--- src/rtl/bus_arb_pkg.sv ---
// bus_arb_pkg: shared types and requester indices for the round-robin bus arbiter.
package bus_arb_pkg;
  typedef enum logic [1:0] {IDLE, GRANTED, BUSY, RELEASE} arb_state_e;
  localparam int REQ_FETCH_VAPA  = 0;
  localparam int REQ_FETCH_ADDR  = 1;
  localparam int REQ_FETCH_STORE = 2;
  localparam int REQ_MM_VAPA     = 3;
  localparam int REQ_MM_ADDR     = 4;
  localparam int REQ_MM_STORE    = 5;
  localparam logic [5:0] HIPRI_MASK_DEFAULT = 6'b111000;
endpackage

--- src/rtl/bus_arbiter_rr_pick.sv ---
// rr_pick: first set request at or after ptr_i, wrapping modulo N.
module rr_pick #(
  parameter int N = 6,
  parameter int W = $clog2(N)
) (
  input  logic [N-1:0] req_i,
  input  logic [W-1:0] ptr_i,
  output logic [W-1:0] idx_o,
  output logic         found_o
);
  localparam logic [W:0] NL = (W+1)'(N);
  logic [N-1:0] rot;
  logic [W-1:0] pos [N];
  logic [W:0] s;
  always_comb begin
    rot = '0;
    s = '0;
    for (int i = 0; i < N; i++) begin
      s = {1'b0, ptr_i} + (W+1)'(i);
      s = s >= NL ? s - NL : s;
      pos[i] = s[W-1:0];
      rot[i] = req_i[s[W-1:0]];
    end
    idx_o = '0;
    for (int i = N - 1; i >= 0; i--)
      if (rot[i]) idx_o = pos[i];
    found_o = |rot;
  end
endmodule

--- src/rtl/bus_arbiter_rr.sv ---
// bus_arbiter_rr: one-at-a-time shared-bus grant with a turnaround cycle after each release,
// round-robin within class and mm requesters ahead of fetch.
module bus_arbiter_rr
  import bus_arb_pkg::*;
#(
  parameter int NREQ = 6,
  parameter logic [NREQ-1:0] HIPRI_MASK = NREQ'(HIPRI_MASK_DEFAULT),
  parameter int GRANT_TIMEOUT = 16,
  parameter int OWNER_W = $clog2(NREQ)
) (
  input  logic               clk,
  input  logic               reset,
  input  logic [NREQ-1:0]    in_reqcyc,
  input  logic [NREQ-1:0]    in_busy,
  output logic [NREQ-1:0]    out_grant,
  output logic [OWNER_W-1:0] out_owner,
  output logic               out_grant_valid,
  output logic               out_bus_busy,
  output logic               out_timeout_err,
  output logic               out_protocol_err
);
  localparam logic [7:0] WAIT_MAX = 8'(GRANT_TIMEOUT - 1);
  localparam logic [OWNER_W-1:0] LAST = OWNER_W'(NREQ - 1);
  arb_state_e state_q, state_d;
  logic [NREQ-1:0] grant_q, grant_d, cand;
  logic [OWNER_W-1:0] owner_q, owner_d, ptr_q, ptr_d, win;
  logic [7:0] wait_q, wait_d;
  logic tout_q, tout_d, perr_q, perr_d, found, own_busy, own_req, rel;
  assign cand = |(in_reqcyc & HIPRI_MASK) ? in_reqcyc & HIPRI_MASK : in_reqcyc;
  rr_pick #(.N(NREQ), .W(OWNER_W)) u_pick (
    .req_i  (cand),
    .ptr_i  (ptr_q),
    .idx_o  (win),
    .found_o(found)
  );
  assign own_busy = in_busy[owner_q];
  assign own_req  = in_reqcyc[owner_q];
  // busy outranks abandon, which outranks timeout
  assign rel = (state_q == BUSY && !own_busy) ||
               (state_q == GRANTED && !own_busy && (!own_req || wait_q == WAIT_MAX));
  always_comb begin
    state_d = state_q;
    grant_d = grant_q;
    owner_d = owner_q;
    ptr_d   = ptr_q;
    wait_d  = wait_q;
    tout_d  = state_q == GRANTED && rel && own_req;
    perr_d  = |(in_busy & ~grant_q);
    if (rel) begin
      state_d = RELEASE;
      grant_d = '0;
      ptr_d   = owner_q == LAST ? '0 : owner_q + 1'b1;
    end else if (state_q == IDLE && found) begin
      state_d = GRANTED;
      grant_d = NREQ'(1) << win;
      owner_d = win;
      wait_d  = '0;
    end else if (state_q == GRANTED) begin
      state_d = own_busy ? BUSY : GRANTED;
      wait_d  = wait_q + 1'b1;
    end else if (state_q == RELEASE) begin
      state_d = IDLE;
    end
  end
  always_ff @(posedge clk) begin
    if (reset) begin
      state_q <= IDLE;
      grant_q <= '0;
      owner_q <= '0;
      ptr_q   <= '0;
      wait_q  <= '0;
      tout_q  <= 1'b0;
      perr_q  <= 1'b0;
    end else begin
      state_q <= state_d;
      grant_q <= grant_d;
      owner_q <= owner_d;
      ptr_q   <= ptr_d;
      wait_q  <= wait_d;
      tout_q  <= tout_d;
      perr_q  <= perr_d;
    end
  end
  assign out_grant        = grant_q;
  assign out_owner        = owner_q;
  assign out_grant_valid  = |grant_q;
  assign out_bus_busy     = |in_busy;
  assign out_timeout_err  = tout_q;
  assign out_protocol_err = perr_q;
endmodule

--- config.mk ---
export PLATFORM = sky130hd
export DESIGN_NAME = bus_arbiter_rr
export DESIGN_NICKNAME = d
export VERILOG_FILES = /design/src/rtl/bus_arb_pkg.sv /design/src/rtl/bus_arbiter_rr_pick.sv /design/src/rtl/bus_arbiter_rr.sv
export SDC_FILE = /design/constraint.sdc
export NUM_CORES = 1
export LEC_CHECK = 0
export ABC_AREA = 1
export BUFFER_PORTS_ARGS = -buffer_cell sky130_fd_sc_hd__clkbuf_2
export CORE_UTILIZATION = 50
export CTS_CLUSTER_DIAMETER = 80
export DETAILED_ROUTE_END_ITERATION = 10
export PLACE_DENSITY = 0.7
export SLEW_MARGIN = 20
export SYNTH_ARGS = -nofsm -noshare
export SYNTH_HDL_FRONTEND = slang
export SYNTH_SLANG_ARGS = --single-unit
--- constraint.sdc ---
create_clock -name clk -period 3.3 [get_ports clk]
set_clock_uncertainty 0.1 [all_clocks]
set_input_delay 0.33 -clock clk [delete_from_list [all_inputs] [get_ports clk]]
set_output_delay 0.33 -clock clk [all_outputs]
set_load 0.02 [all_outputs]
==> run metrics <==
hpwl dp=~4 mm; final hold vios=0; DIE AREA=around 4600 um^2; routability cong.=0.876; measured slew at the worst slew-check pin=0.472 ns; fin. max-slew vios=0; f_max=between 300 and 400 MHz; CP max stage cell=dfxtp_1; Post-CTS Setup Bufs=0; Reg2Reg Depth=17; Startpoint Class=flop; All-Layer GR Usage=23.2%; Avg Cell Area, Syn=approximately 6.5 um^2; DRT Pass-1 Iters=5; clk buf depth=2; CTS tree=yes; Worst path max stage delay=between 0.4 and 0.5 ns; CP arrival=2.87 ns; DR vias/cell=approximately 5.2; gr ovfl total=0; synthesized cell area=roughly 2200 um^2; worst r2r src=ptr_q[0]; minimum clock period=2.76 ns; cts hold-fix bufs=0; Clock Tree Root=clkbuf_8; DRT iter0 DRCs=between 100 and 150; final design utilization=about three fifths; synth unique cells=45; Die W=68.0 um; HP Class=in2reg; Final setup viols=0; status=complete, no violations; Hold Crit Start=in_busy[4]; largest net degree at the start of global routing=14; Most common cell on crit path=nor2_1; DRC viols=0; normalized max-slew margin=~68%; Max H-tree Level=1; CP endpoint kind=flop; syn nets=roughly 360; WS Path Type=reg2reg; Required @ worst endpoint=approximately 3.4 ns; Hold Path Sink=out_protocol_err; mux cell area share after synthesis=0%; RSZ-0062 raised after global routing=false; nets=between 300 and 400; global-route wire length before repair=8.28 mm; vias in the first global route=1890; # IOs=27; Seq cells post-synth=24; Layout Area Growth over Synthesis=10.5%; Die Height=~68 um; Starting Density=approximately 53%; post-DR wirelength/cell=between 10 and 15 um; Crit. Startpoint=ptr_q[0]; hold depth=3; CP cell instances=inv_2 > ha_1 > inv_1 > nand3_1 > nand2_1 > nand2_1 > nand2_2 > or2_1 > nand3_2 > nor2_4 > nand2_4 > nand2_8 > inv_6 > nand2_2 > nor2_1 > nor2_1 > nor2_1; max cap viols=0; Buffers on Ports=26; initial antenna violation count=0; post-CTS sizing=0; Final ANT Viol Nets=0; CP Max Fanout=10; Reg2Reg Setup Slack=0.54 ns; setup_tns=0 ns; Adder-Cell Fraction of Synth Area=between 5 and 6%; Gate Count Post-Synth=between 300 and 400; WL final=between 4 and 5 mm; CTS clk-pin slew, worst paths=0.09 ns; fraction of layout cells with a size suffix above 1=around 22%; antenna cells=0; via count=about 2100; row cnt=23; reg2reg end=out_grant[4]; Placeable Area=just over 4000 um^2; sequential-to-total area share from yosys stat=between 20 and 25%; XOR/XNOR share of the synthesized area=2.01%; final worst-path cycle share=approximately 84%; CTS Buf Count=3; number of fill cells=420; simple-gate portion of the synthesized area=approximately half; largest family of logic cells by synthesized area=simple AND/OR/NAND/NOR gates; Ys Warns=0; Clk Latency, worst-skew pair=~0.27 ns; clk sinks=24; Synth Area in Compound Gates=between 10 and 15%
[cells in the final DEF, fill, tap and decap left out, types with 5 or more instances in the layout]
cell and count:
inv_1 35, nand4_1 11, nand3_1 32, nor2_1 32, clkbuf_2 26, a21oi_1 15, inv_2 6, nand2_1 86
nand3_2 5, nand2_2 15, o21ai_0 10, ha_1 9, dfxtp_1 24
[Yosys cell counts (all sizes together)]
library cell  number  area (um^2)
nand2            107          502
inv               42          163
nand3             38          228
nor2              35          154
dfxtp             24          480
a21oi             18          101
o21ai             16         87.6
nand4             13         93.8
ha                 9          113
nor3               6         46.3
xor2               4         35.0
buf                3         23.8
o22ai              3         18.8
a31oi              2         12.5
and2               2         15.0
a211oi             1         7.51
a221oi             1         8.76
a41oi              1         8.76
clkbuf             1         3.75
clkinv             1         8.76
nor4               1         6.26
o211ai             1         7.51
o21a               1         7.51
o21bai             1         11.3
o221ai             1         8.76
or2                1         6.26
or4                1         7.51
xnor2              1         8.76
[worst max path at each step]
stage | endpoint
floorplan | wait_q[3]
global placement | out_grant[2]
detailed placement | out_grant[2]
CTS | out_grant[4]
global route | out_grant[4]
finish | out_grant[4]
[stage by stage]
step	worst slack (ns)	hold WS, ns	area, um^2	std cells
after floorplan	0.804	0.354	2170	335
after global placement	0.634	0.370	2350	408
after detailed placement	0.583	0.374	2350	408
after CTS	0.549	0.253	2400	412
after global routing	0.227	0.260	2400	412
final	0.538	0.246	2400	412
[worst max-delay path, delay by kind of cell, from the launching register on]
kind                       cells  cell delay [ns]
buffers and inverters          3             0.42
adders and majority gates      1             0.46
DFF                            1             0.48
and+or+nand+nor               13             1.24
[per-layer routing]
layer  vias up  wire length, um  global-route usage, %
li1       1160                -                      -
met1       925             2520                   32.8
met2        47             2090                   37.3
met3         4              261                   4.17
met4         0               18                   2.86
met5         -                0                      0
[flip-flops by register name, indices dropped and copies added, names as in the netlist]
register and count:
wait_q 8, out_grant 6, out_owner 3, ptr_q 3, state_q 2, out_protocol_err 1
out_timeout_err 1
[area by class of cell]
type / count / area, um^2 / area share [%]
Multi-Input combinational cell: 264 / 1500 / 62.2
Sequential cell: 24 / 480 / 20.0
Inverter: 43 / 171 / 7.14
Timing Repair Buffer: 27 / 138 / 5.73
Tap cell: 50 / 62.6 / 2.60
Clock buffer: 4 / 55.1 / 2.29
[cell families after synthesis]
group	after synthesis
flops	24
xor+xnor	5
compound gates	46
fa+ha+maj	9
simple gates	204
buf+inv	47
Power is left out: the tool's default activity adds up to more than one toggle a clock period on the data nets, which glitch-free logic cannot reach.
